`src/rtl/mdio_phy_responder.sv`:
```
// Clause-22 MDIO PHY-side responder: oversamples MDC, decodes read/write frames,
// serves a minimal PHY register set and reports committed writes.
module mdio_phy_responder #(
  parameter logic [4:0]  PHY_ADDR     = 5'd0,
  parameter int          PREAMBLE_MIN = 32,
  parameter logic [15:0] PHY_ID1      = 16'h0141,
  parameter logic [15:0] PHY_ID2      = 16'h0DD1
) (
  input  logic        clk_clk,
  input  logic        reset_reset,
  input  logic        mdc,
  input  logic        mdio_in,
  output logic        mdio_out,
  output logic        mdio_oen,
  input  logic        link_up,
  output logic        wr_valid,
  output logic [4:0]  wr_addr,
  output logic [15:0] wr_data,
  output logic [2:0]  dbg_state
);

  typedef enum logic [2:0] {
    S_IDLE, S_START, S_OPCODE, S_PHYAD, S_REGAD, S_TA, S_DATA
  } state_t;

  localparam logic [5:0]  PRE_MIN  = 6'(PREAMBLE_MIN);
  localparam logic [5:0]  CNT_MAX  = 6'd32;
  localparam logic [15:0] CTRL_DEF = 16'h1140;
  localparam logic [15:0] STATUS   = 16'h7949;

  // Sync flops reset to 1 so an MDC/MDIO held high across reset is not seen as an edge.
  logic [1:0] r_mdc_s;
  logic [1:0] r_mdio_s;
  logic       r_mdc_prev;
  logic       w_edge;
  logic       w_sd;

  always_ff @(posedge clk_clk or posedge reset_reset) begin
    if (reset_reset) begin
      r_mdc_s    <= 2'b11;
      r_mdio_s   <= 2'b11;
      r_mdc_prev <= 1'b1;
    end else begin
      r_mdc_s    <= {r_mdc_s[0], mdc};
      r_mdio_s   <= {r_mdio_s[0], mdio_in};
      r_mdc_prev <= r_mdc_s[1];
    end
  end

  assign w_edge = r_mdc_s[1] & ~r_mdc_prev;
  assign w_sd   = r_mdio_s[1];

  state_t      r_state, w_state_nxt;
  logic [5:0]  r_cnt, w_cnt_nxt;
  logic [4:0]  r_bit, w_bit_nxt;
  logic [1:0]  r_op;
  logic [3:0]  r_phy;
  logic        r_match;
  logic [4:0]  r_regad;
  logic [15:0] r_rdata;
  logic [14:0] r_wdata;
  logic [15:0] r_reg0;
  logic [15:0] r_rw [4];
  logic        r_oen, r_out;
  logic        r_wr_valid;
  logic [4:0]  r_wr_addr;
  logic [15:0] r_wr_data;

  logic        w_rd, w_wr;
  logic [4:0]  w_ra;
  logic [15:0] w_rd_mux;
  logic [15:0] w_wdat;

  assign w_rd   = r_match && (r_op == 2'b10);
  assign w_wr   = r_match && (r_op == 2'b01);
  assign w_ra   = {r_regad[3:0], w_sd};
  assign w_wdat = {r_wdata, w_sd};

  always_ff @(posedge clk_clk or posedge reset_reset) begin
    if (reset_reset) begin
      r_state <= S_IDLE;
      r_cnt   <= 6'd0;
      r_bit   <= 5'd0;
    end else begin
      r_state <= w_state_nxt;
      r_cnt   <= w_cnt_nxt;
      r_bit   <= w_bit_nxt;
    end
  end

  // r_bit holds the frame index of the bit sampled at the next MDC edge.
  always_comb begin
    w_state_nxt = r_state;
    w_cnt_nxt   = r_cnt;
    w_bit_nxt   = r_bit;
    if (w_edge) begin
      if (r_state != S_IDLE) w_bit_nxt = r_bit + 5'd1;
      case (r_state)
        S_IDLE: begin
          if (w_sd) begin
            if (r_cnt < CNT_MAX) w_cnt_nxt = r_cnt + 6'd1;
          end else if (r_cnt >= PRE_MIN) begin
            w_state_nxt = S_START;
            w_bit_nxt   = 5'd1;
          end else begin
            w_cnt_nxt = 6'd0;
          end
        end
        S_START: begin
          if (w_sd) begin
            w_state_nxt = S_OPCODE;
          end else begin
            w_state_nxt = S_IDLE;
            w_cnt_nxt   = 6'd0;
          end
        end
        S_OPCODE: begin
          if (r_bit == 5'd3) begin
            if (r_op[0] ^ w_sd) begin
              w_state_nxt = S_PHYAD;
            end else begin
              w_state_nxt = S_IDLE;
              w_cnt_nxt   = 6'd0;
            end
          end
        end
        S_PHYAD: if (r_bit == 5'd8)  w_state_nxt = S_REGAD;
        S_REGAD: if (r_bit == 5'd13) w_state_nxt = S_TA;
        S_TA:    if (r_bit == 5'd15) w_state_nxt = S_DATA;
        S_DATA: begin
          if (r_bit == 5'd31) begin
            w_state_nxt = S_IDLE;
            w_cnt_nxt   = 6'd0;
          end
        end
        default: begin
          w_state_nxt = S_IDLE;
          w_cnt_nxt   = 6'd0;
        end
      endcase
    end
  end

  always_comb begin
    w_rd_mux = 16'h0000;
    case (w_ra)
      5'd0:                   w_rd_mux = r_reg0;
      5'd1:                   w_rd_mux = {STATUS[15:3], link_up, STATUS[1:0]};
      5'd2:                   w_rd_mux = PHY_ID1;
      5'd3:                   w_rd_mux = PHY_ID2;
      5'd4, 5'd5, 5'd6, 5'd7: w_rd_mux = r_rw[w_ra[1:0]];
      default:                w_rd_mux = 16'h0000;
    endcase
  end

  always_ff @(posedge clk_clk or posedge reset_reset) begin
    if (reset_reset) begin
      r_op       <= 2'b00;
      r_phy      <= 4'd0;
      r_match    <= 1'b0;
      r_regad    <= 5'd0;
      r_rdata    <= 16'h0000;
      r_wdata    <= 15'd0;
      r_reg0     <= CTRL_DEF;
      for (int i = 0; i < 4; i++) r_rw[i] <= 16'h0000;
      r_oen      <= 1'b1;
      r_out      <= 1'b1;
      r_wr_valid <= 1'b0;
      r_wr_addr  <= 5'd0;
      r_wr_data  <= 16'h0000;
    end else begin
      r_wr_valid <= 1'b0;
      if (w_edge) begin
        case (r_state)
          S_OPCODE: r_op <= {r_op[0], w_sd};
          S_PHYAD: begin
            r_phy <= {r_phy[2:0], w_sd};
            if (r_bit == 5'd8) r_match <= ({r_phy, w_sd} == PHY_ADDR);
          end
          S_REGAD: begin
            r_regad <= w_ra;
            if (r_bit == 5'd13) r_rdata <= w_rd_mux;
          end
          S_TA: begin
            if (w_rd) begin
              if (r_bit == 5'd14) begin
                r_oen <= 1'b0;
                r_out <= 1'b0;
              end else begin
                r_out   <= r_rdata[15];
                r_rdata <= {r_rdata[14:0], 1'b0};
              end
            end
          end
          S_DATA: begin
            r_wdata <= w_wdat[14:0];
            if (r_bit == 5'd31) begin
              r_oen <= 1'b1;
              r_out <= 1'b1;
              if (w_wr) begin
                r_wr_valid <= 1'b1;
                r_wr_addr  <= r_regad;
                r_wr_data  <= w_wdat;
                // Bit 15 of the control register is a self-clearing soft reset.
                if (r_regad == 5'd0) begin
                  if (w_wdat[15]) begin
                    r_reg0 <= CTRL_DEF;
                    for (int i = 0; i < 4; i++) r_rw[i] <= 16'h0000;
                  end else begin
                    r_reg0 <= {1'b0, w_wdat[14:0]};
                  end
                end else if (r_regad[4:2] == 3'b001) begin
                  r_rw[r_regad[1:0]] <= w_wdat;
                end
              end
            end else if (w_rd) begin
              r_out   <= r_rdata[15];
              r_rdata <= {r_rdata[14:0], 1'b0};
            end
          end
          default: ;
        endcase
      end
    end
  end

  assign mdio_out  = r_out;
  assign mdio_oen  = r_oen;
  assign wr_valid  = r_wr_valid;
  assign wr_addr   = r_wr_addr;
  assign wr_data   = r_wr_data;
  assign dbg_state = r_state;

endmodule

```
`config.mk`:
```
export PLATFORM = sky130hd
export DESIGN_NAME = mdio_phy_responder
export DESIGN_NICKNAME = d
export VERILOG_FILES = /design/src/rtl/mdio_phy_responder.sv
export SDC_FILE = /design/constraint.sdc
export NUM_CORES = 1
export LEC_CHECK = 0
export ABC_CLOCK_PERIOD_IN_PS = 7700
export CAP_MARGIN = 20
export CORE_UTILIZATION = 30
export DETAILED_ROUTE_END_ITERATION = 10
export PLACE_DENSITY_LB_ADDON = 0.2
export SLEW_MARGIN = 0
export SYNTH_ARGS = -nofsm -noshare
export SYNTH_HDL_FRONTEND = slang
export SYNTH_SLANG_ARGS = --single-unit
export TNS_END_PERCENT = 30
```
`constraint.sdc`:
```
create_clock -name clk_clk -period 7.7 [get_ports clk_clk]
set_input_delay 1.155 -clock clk_clk [delete_from_list [all_inputs] [get_ports clk_clk]]
set_output_delay 1.155 -clock clk_clk [all_outputs]
set_load 0.01 [all_outputs]
```
==> results of run 1 <==
worst paths after layout:
| check | startpoint | endpoint | slack (ps) | cells after the start |
|---|---|---|---|---|
| worst max-delay path | r_regad[0] | r_rw[48] | 4380 | 6 |
| min in group asynchronous | reset_reset | r_phy[2] | 1280 | 2 |
| worst min-delay path | r_mdio_s[0] | r_mdio_s[1] | 360 | 0 |
| worst min register to register | r_mdio_s[0] | r_mdio_s[1] | 360 | 0 |
| max in group asynchronous | reset_reset | r_rw[56] | 4900 | 3 |
| worst max register to register | r_regad[0] | r_rw[48] | 4380 | 6 |
metal layers:
layer | up-vias | track usage [%]
met4 | 0 | 5.486
met3 | 23 | 2.359
li1 | 2851 | -
met1 | 3101 | 24.48
met5 | - | 0
met2 | 150 | 25.32
per-stage QoR:
| step | area (µm²) | instances | total power (µW) | hold WS (ps) |
|---|---|---|---|---|
| floorplan | 8084 | 777 | 925.3 | 345.2 |
| global placement | 8638 | 1088 | 941.7 | 345.8 |
| detailed placement | 8643 | 1089 | 942.3 | 349.5 |
| CTS | 9235 | 1121 | 1821 | 360.5 |
| global route | 9235 | 1121 | 1864 | 361.2 |
| finish | 9235 | 1121 | 1801 | 358.3 |
layout make-up:
class | count | area [µm²]
Fill cell | 2672 | 17050
Sequential cell | 165 | 4143
Multi-Input combinational cell | 515 | 3566
Clock buffer | 18 | 429.2
Tap cell | 335 | 419.2
Timing Repair Buffer | 42 | 390.4
Clock inverter | 14 | 162.7
Inverter | 32 | 125.1
sequential cells by signal (all words and copies together) (netlist names):
signal / count
dbg_state: 3
mdio_oen: 1
mdio_out: 1
r_bit: 5
r_cnt: 6
r_match: 1
r_mdc_prev: 1
r_mdc_s: 2
r_mdio_s: 2
r_op: 2
r_phy: 4
r_rdata: 16
r_reg0: 15
r_regad: 5
r_rw: 64
r_wdata: 15
wr_addr: 5
wr_data: 16
wr_valid: 1
cell families after synthesis:
logic type,share of synthesized area [%]
compound gates,21.00
flops,51.23
simple gates,11.31
buf+inv,4.891
mux,9.998
fa+ha+maj,1.238
xor+xnor,0.3251
report_power, final:
part / total (µW) / internal, µW / switching [µW]
sequential: 878 / 873 / 4.40
combinational: 46.4 / 12.2 / 34.1
clock: 877 / 488 / 389
synthesized netlist by cell type, types with 7 or more instances:
| cell | number | area (µm²) |
|---|---|---|
| dfrtp_1 | 155 | 3879 |
| o21ai_0 | 115 | 575.6 |
| o31ai_1 | 67 | 503.0 |
| nand2_1 | 55 | 206.5 |
| clkbuf_1 | 47 | 176.4 |
| mux2i_1 | 38 | 380.4 |
| mux2_2 | 34 | 382.9 |
| inv_1 | 32 | 120.1 |
| o22ai_1 | 17 | 106.4 |
| nand2b_1 | 15 | 93.84 |
| o21ai_1 | 15 | 75.07 |
| a21oi_1 | 13 | 65.06 |
| nand3_1 | 12 | 60.06 |
| nor2_1 | 12 | 45.04 |
| dfstp_2 | 10 | 262.8 |
| nor2b_1 | 9 | 56.30 |
| buf_1 | 8 | 30.03 |
| ha_1 | 8 | 100.1 |
| a221oi_1 | 7 | 61.31 |
| buf_2 | 7 | 35.03 |
| nor3_1 | 7 | 35.03 |
| or3b_2 | 7 | 61.31 |
cell usage in the layout (no fill, tap or decap), drive strengths merged, types with 5 or more instances in the layout:
| master | netlist | layout |
|---|---|---|
| nor3 | 7 | 7 |
| nand2 | 55 | 55 |
| a32oi | 5 | 5 |
| nor2 | 12 | 12 |
| nor4 | 6 | 6 |
| a21oi | 14 | 14 |
| ha | 8 | 8 |
| nand2b | 15 | 15 |
| nor2b | 9 | 9 |
| mux2 | 34 | 34 |
| clkbuf | 47 | 18 |
| a2bb2oi | 5 | 5 |
| o31ai | 67 | 67 |
| mux2i | 38 | 38 |
| or3b | 9 | 9 |
| inv | 32 | 40 |
| nand3 | 12 | 12 |
| buf | 18 | 11 |
| dfrtp | 155 | 155 |
| a221oi | 7 | 7 |
| or3 | 5 | 5 |
| o21ai | 130 | 130 |
| o22ai | 17 | 17 |
| dfstp | 10 | 10 |
| clkdlybuf4s50 | 0 | 31 |
==> flow_metrics.tcl, run 1 <==
set metrics [dict create \
    critPathSlowestCell "o21ai_4" \
    clockBufferDepth 2 \
    syn_inst 777 \
    die_area_mm2 0.02761 \
    path_common_cell "buf_4" \
    grt_overflow 0 \
    rsz0062_at_grt "no" \
    avgSynthCellArea_um2 10.40 \
    grt_pass1_wl_mm 36.04 \
    path_clk_slew_ps 70 \
    drt-total-wl_mm 22.59 \
    syn_area_mm2 0.008084 \
    insertion_delay_ps 430 \
    cpLargestDelayFamily "buffers and inverters" \
    vdd_ir_drop_max_mv 0.1743 \
    drt-met1-wl_mm 10.91 \
    finalHoldViolCount 0 \
    drt-pass1-iter-count 8 \
    worst_pin_slew_ps 1040 \
    grt_max_degree 95 \
    cts_setup_buffers 0 \
    cts.sinks 165 \
    setup_viol 0 \
    syn_nets 790 \
    yosysUniqueCellTypes 66 \
    postRouteAntennaNets 0 \
    dieHeight_um 166.2 \
    hp-class "reg2reg" \
    core_mm2 0.02628 \
    initial_core_util_pct 30.76 \
    drt_iter0_drc 518 \
    routedWlPerCell_um 20.15 \
    slew_headroom_pct 30.70 \
    cp_cell_sequence "buf_4 -> nor3b_1 -> o21ai_4 -> buf_4 -> or3_1 -> o21ai_0" \
    rows 59 \
    slew_violations 0 \
    die_x_um 166.2 \
    syn_to_final_growth_pct 14.24 \
    htreeDepth 4 \
    postLayoutCoreUtil_pct 35.14 \
    critPathBufInv 2 \
    required_ps 7980 \
    final.setup_skew_ps 12.78 \
    cts_resized 0 \
    p_leak_uw 0.003653 \
    cts_buffers 17 \
    gp_congestion 0.7437 \
    worst_slack_ps 4377 \
    dp_hpwl_mm 14.23 \
    final.setup.tns_ps 0 \
    io_buffer_count 31 \
    grt.total_usage_pct 16.74 \
    drive_gt1_share_pct 14.25 \
    dp_slack_ps 4339 \
    yosysSeqAreaShare_pct 51.23 \
    powerDensity_mw_per_mm2 195.1 \
    ys_ff_latch 165 \
    wl_met3_um 877 \
    arrival_ps 3600 \
    pin_count 32 \
    maxUsedRoutingLayer "met4" \
    ys_dominant_reg_cell "dfrtp_1" \
    status "finished, violations left" \
    cts_tree "built" \
    yosysWarnings 0 \
    fin_crit_sh_pct 43.16 \
    violations "DRC" \
    grt_pass1_vias 6007 \
    crit_path_start_kind "flip-flop" \
    final_nets 786 \
    routed_via_density 5.464 \
    hold_buffers 0 \
    drv_cap 0 \
    drc 1 \
    path_max_fanout 49 \
    vias 6125 \
    period_minus_slack_ps 3323 \
    cts-root-buf "clkbuf_16" \
    cp-end-kind "flip-flop" \
    diodes 0 \
    antenna_found_initial 0 \
    fmax_mhz 300.9 \
    synth-edff-count 0 \
    synthArstFlopShare_pct 100.0 \
    wl_met2_mm 10.38 \
    crit_type "reg2reg" \
    max_stage_delay_ps 830 \
]
(Power assumes the default switching activity.)
==> run 2, diff against run 1 <==
--- a/config.mk
+++ b/config.mk
@@ -5,7 +5,7 @@
 export SDC_FILE = /design/constraint.sdc
 export NUM_CORES = 1
 export LEC_CHECK = 0
-export ABC_CLOCK_PERIOD_IN_PS = 7700
+export ABC_CLOCK_PERIOD_IN_PS = 3200
 export CAP_MARGIN = 20
 export CORE_UTILIZATION = 30
 export DETAILED_ROUTE_END_ITERATION = 10
==> constraint.sdc (replaced) <==
create_clock -name clk_clk -period 3.2 [get_ports clk_clk]
set_input_delay 0.48 -clock clk_clk [delete_from_list [all_inputs] [get_ports clk_clk]]
set_output_delay 0.48 -clock clk_clk [all_outputs]
set_load 0.01 [all_outputs]
==> flow_metrics.tcl, run 2 (synthesized netlist as in run 1, its figures left out) <==
set metrics [dict create \
    path_max_fanout 20 \
    largest_register_ffs 64 \
    clockBufferDepth 2 \
    dieHeight_um 166.2 \
    insertion_delay_ps 440 \
    dp_hpwl_mm 15.03 \
    initial_core_util_pct 30.76 \
    grt.total_usage_pct 17.11 \
    antenna_found_initial 0 \
    drt-pass1-iter-count 5 \
    arrival_ps 3310 \
    required_ps 3540 \
    finalHoldViolCount 0 \
    drc 0 \
    cts_buffers 17 \
    final_common_cell "dfrtp_1" \
    hold_buffers 0 \
    cp_cell_sequence "ha_1 -> and3_1 -> ha_1 -> nand4b_4 -> or4_4 -> or3_1 -> o21ai_0" \
    postLayoutCoreUtil_pct 35.82 \
    crit_type "reg2reg" \
    final_nets 804 \
    switching_share_pct 25.96 \
    final_area_mm2 0.009414 \
    p_comb_share_pct 2.5 \
    stdcell_count 1139 \
    drive_gt1_share_pct 16.17 \
    die_x_um 166.2 \
    hp-class "reg2reg" \
    finalPower_uw 4308 \
    cts-root-buf "clkbuf_16" \
    io_buffer_count 31 \
    diodes 0 \
    holdPathStages 0 \
    powerDensity_mw_per_mm2 457.6 \
    worst_pin_slew_ps 962.1 \
    status "finished, final reports clean" \
    intPower_uw 3190 \
    seqPwrFrac_pct 49.1 \
    setup_viol 0 \
    r2r_cells 7 \
    slew_headroom_pct 35.86 \
    die_area_mm2 0.02761 \
    critPathBufInv 0 \
    switchingPower_uw 1118 \
    pin_count 32 \
    crit_path_start_kind "flip-flop" \
    top_register "r_rw" \
    drt_iter0_drc 365 \
    final.setup.tns_ps 0 \
    period_minus_slack_ps 2975 \
    p_clk_share_pct 48.4 \
    routedWlPerCell_um 20.06 \
    cts_tree "built" \
    reg2reg_slack_ps 220 \
    rows 59 \
    cts.sinks 165 \
    max_stage_delay_ps 690 \
    grt_overflow 0 \
    rsz0062_at_grt "no" \
    vdd_ir_drop_max_mv 0.2404 \
    final.setup_skew_ps 21.36 \
    cts_setup_buffers 0 \
    p_leak_uw 0.003762 \
    critPathSlowestCell "or4_4" \
    drt-total-wl_mm 22.84 \
    core_mm2 0.02628 \
    fin_crit_sh_pct 92.98 \
    place_area_mm2 0.008813 \
    path_common_cell "ha_1" \
    syn_to_final_growth_pct 16.45 \
    path_clk_slew_ps 80 \
    grt_pass1_wl_mm 36.58 \
    crit_cells 7 \
    nFillCells 2692 \
    grt_max_degree 108 \
    postRouteAntennaNets 0 \
    vias 6125 \
    slew_violations 0 \
    cts_resized 0 \
    drv_cap 0 \
    place_inst 1107 \
    htreeDepth 4 \
    gp_congestion 0.8012 \
    most-common-layout-cells "dfrtp_1, o21ai_0, o31ai_1" \
    routed_via_density 5.378 \
    grt_pass1_vias 6181 \
    cp-end-kind "flip-flop" \
    cpLargestDelayFamily "simple AND/OR/NAND/NOR gates" \
    fmax_mhz 336.1 \
]
-- run 2: changes by cell type in the layout (fill, tap and decap cells not counted) --
cell        change
clkinv_2        +1
buf_2           -1
clkinv_8        +5
a21oi_1         +1
clkinvlp_4      -1
inv_6           -6
buf_4          +16
bufinv_16       -2
buf_12          +3
inv_8           +4
clkbuf_1        -1
a21oi_2         -1
-- run 2: through the flow --
stage / hold slack [ps] / worst slack [ps]
2_1_floorplan: 345.2 / 569.3
4_1_cts: 357.8 / 240.1
5_1_grt: 359.9 / 1.776
3_5_place_dp: 347.6 / 271.7
6_report: 356.0 / 224.7
3_3_place_gp: 346.8 / 337.5
-- run 2: layer usage --
layer / GRT usage (%) / share of wire, % / up-vias
met4: 6.501 / 2.6 / 0
met5: 0 / 0 / -
met1: 23.84 / 47 / 3068
met3: 3.241 / 4.2 / 29
li1: - / - / 2889
met2: 26.29 / 46 / 139
-- run 2: final timing paths --
check	start	to
setup / recovery	r_bit[0]	r_rw[53]
hold / removal	r_mdc_s[0]	r_mdc_s[1]
setup reg to reg	r_bit[0]	r_rw[53]
hold reg to reg	r_mdc_s[0]	r_mdc_s[1]
max in group asynchronous	reset_reset	r_rw[8]
min in group asynchronous	reset_reset	wr_addr[1]
-- run 2: power by group through the flow --
| stage | logic, µW | clock network (µW) | registers (µW) |
|---|---|---|---|
| after global routing | 127 | 2210 | 2120 |
| after detailed placement | 114 | 0 | 2160 |
| after CTS | 114 | 2130 | 2120 |
| final | 109 | 2080 | 2120 |
| after global placement | 113 | 0 | 2160 |
| after floorplan | 77.5 | 0 | 2150 |
-- run 2: worst register-to-register path, cell delays in order (launching register included) --
cell and delay [ps]:
dfrtp_1 430, ha_1 220, and3_1 190, ha_1 310, nand4b_4 130, or4_4 690, or3_1 620, o21ai_0 280
-- run 2: layout make-up --
cell class	count	area [µm²]	share of cell area [%]
tap	335	419.2	4.452
timing repair buffer	60	565.5	6.007
multi-input combinational	515	3562	37.84
clock inverter	15	175.2	1.861
inverter	32	123.9	1.316
sequential	165	4143	44.01
clock buffer	17	425.4	4.519
==> run 3, diff against run 2 <==
--- a/config.mk
+++ b/config.mk
@@ -9,6 +9,7 @@
 export CAP_MARGIN = 20
 export CORE_UTILIZATION = 30
 export DETAILED_ROUTE_END_ITERATION = 10
+export MAX_ROUTING_LAYER = met4
 export PLACE_DENSITY_LB_ADDON = 0.2
 export SLEW_MARGIN = 0
 export SYNTH_ARGS = -nofsm -noshare
==> flow_metrics.tcl, run 3 (synthesized netlist as in run 1, its figures left out) <==
set metrics [dict create \
    period_minus_slack_ps 2980 \
    hold_buffers 0 \
    required_ps 3540 \
    r2r_cells 7 \
    rr_startpoint "r_bit[0]" \
    cts_resized 0 \
    place_inst 1107 \
    cts_buffers 17 \
    multi_input_area_mm2 0.003562 \
    routedWlPerCell_um 19.95 \
    top_register "r_rw" \
    drive_gt1_share_pct 16.17 \
    cts_setup_buffers 0 \
    vdd_ir_drop_max_mv 0.2401 \
    stdcell_count 1139 \
    switchingPower_uw 1112 \
    worst_pin_slew_ps 947.8 \
    r2r-end "r_rw[53]" \
    rows 59 \
    die_x_um 166.2 \
    arrival_ps 3320 \
    slew_violations 0 \
    path_max_fanout 20 \
    seqPwrFrac_pct 49.2 \
    most-common-layout-cells "dfrtp_1, o21ai_0, o31ai_1" \
    p_leak_uw 0.003762 \
    routed_via_density 5.413 \
    p_comb_share_pct 2.5 \
    critPathSlowestCell "or4_4" \
    max_stage_delay_ps 690 \
    rsz0062_at_grt "no" \
    crit_type "reg2reg" \
    initial_core_util_pct 30.76 \
    crit_path_start_kind "flip-flop" \
    drv_cap 0 \
    powerDensity_mw_per_mm2 456.9 \
    gp_congestion 0.8127 \
    cts_tree "built" \
    slew_headroom_pct 36.81 \
    fin_crit_sh_pct 93.11 \
    nFillCells 2692 \
    cp_cell_sequence "ha_1 -> and3_1 -> ha_1 -> nand4b_4 -> or4_4 -> or3_1 -> o21ai_0" \
    path_common_cell "ha_1" \
    dieHeight_um 166.2 \
    critPathLaunch "r_bit[0]" \
    final.setup_skew_ps 16.52 \
    vias 6165 \
    postRouteAntennaNets 0 \
    die_area_mm2 0.02761 \
    p_clk_share_pct 48.3 \
    diodes 0 \
    htreeDepth 4 \
    status "finished, final reports clean" \
    core_mm2 0.02628 \
    io_buffer_count 31 \
    antenna_found_initial 0 \
    critPathCapture "r_rw[53]" \
    final_common_cell "dfrtp_1" \
    finalPower_uw 4302 \
    path_clk_slew_ps 80 \
    cts.sinks 165 \
    fmax_mhz 335.6 \
    pin_count 32 \
    grt_pass1_wl_mm 36.62 \
    ff_latch_area_mm2 0.004143 \
    largest_register_ffs 64 \
    hp-class "reg2reg" \
    drt-pass1-iter-count 5 \
    setup_viol 0 \
    finalHoldViolCount 0 \
    drc 0 \
    final_nets 804 \
    cts-root-buf "clkbuf_16" \
    syn_to_final_growth_pct 16.45 \
    final.setup.tns_ps 0 \
    grt_overflow 0 \
    grt.total_usage_pct 17.64 \
    postLayoutCoreUtil_pct 35.82 \
    drt-total-wl_mm 22.73 \
    drt_iter0_drc 359 \
    reg2reg_slack_ps 220 \
    intPower_uw 3190 \
    cp-end-kind "flip-flop" \
    clockBufferDepth 2 \
    dp_hpwl_mm 15.03 \
    insertion_delay_ps 440 \
    grt_pass1_vias 6192 \
    grt_max_degree 108 \
    switching_share_pct 25.85 \
]
[run 3: area by class of cell]
cell class,count,share of cell area (%)
inverters,32,1.316
clock buffers,17,4.519
repair buffers,60,6.007
multi-input cells,515,37.84
flip-flops and latches,165,44.01
well taps,335,4.452
clock inverters,15,1.861
[run 3: how the worst min path moves through the flow]
| stage | cells past startpoint | slack, ps | from | to |
|---|---|---|---|---|
| 2_1_floorplan | 0 | 350 | r_mdc_s[0] | r_mdc_s[1] |
| 3_3_place_gp | 0 | 350 | r_mdc_s[0] | r_mdc_s[1] |
| 3_5_place_dp | 0 | 350 | r_mdc_s[0] | r_mdc_s[1] |
| 4_1_cts | 0 | 360 | r_mdc_s[0] | r_mdc_s[1] |
| 5_1_grt | 0 | 360 | r_mdio_s[0] | r_mdio_s[1] |
| 6_report | 0 | 360 | r_mdc_s[0] | r_mdc_s[1] |
[run 3: critical path, delay by kind of cell, from the launching register on]
kind,cells,cell delay [ps]
and+or+nand+nor,4,1630
DFF,1,430
AOI/OAI and AO/OA,1,270
adders and majority gates,2,530
[run 3: power groups by stage]
| stage | Combinational (µW) | Sequential, µW | Clock [µW] |
|---|---|---|---|
| finish | 109 | 2120 | 2080 |
| global route | 127 | 2120 | 2210 |
| CTS | 114 | 2120 | 2130 |
| detailed placement | 114 | 2160 | 0 |
| global placement | 113 | 2160 | 0 |
| floorplan | 77.5 | 2150 | 0 |
[run 3: per-stage QoR]
stage	cell area (µm²)	hold slack, ps	worst slack [ps]
finish	9414	356.0	220.5
global route	9414	359.8	1.742
CTS	9414	357.8	240.1
detailed placement	8813	347.6	271.7
global placement	8813	346.8	337.5
floorplan	8088	345.2	569.3
[run 3: routing by layer]
| layer | vias to the layer above | GRT usage (%) | share of wire (%) |
|---|---|---|---|
| li1 | 2886 | - | - |
| met1 | 3105 | 23.76 | 47 |
| met2 | 147 | 26.34 | 46 |
| met3 | 27 | 3.384 | 4.1 |
| met4 | 0 | 6.380 | 2.5 |
| met5 | - | - | 0 |
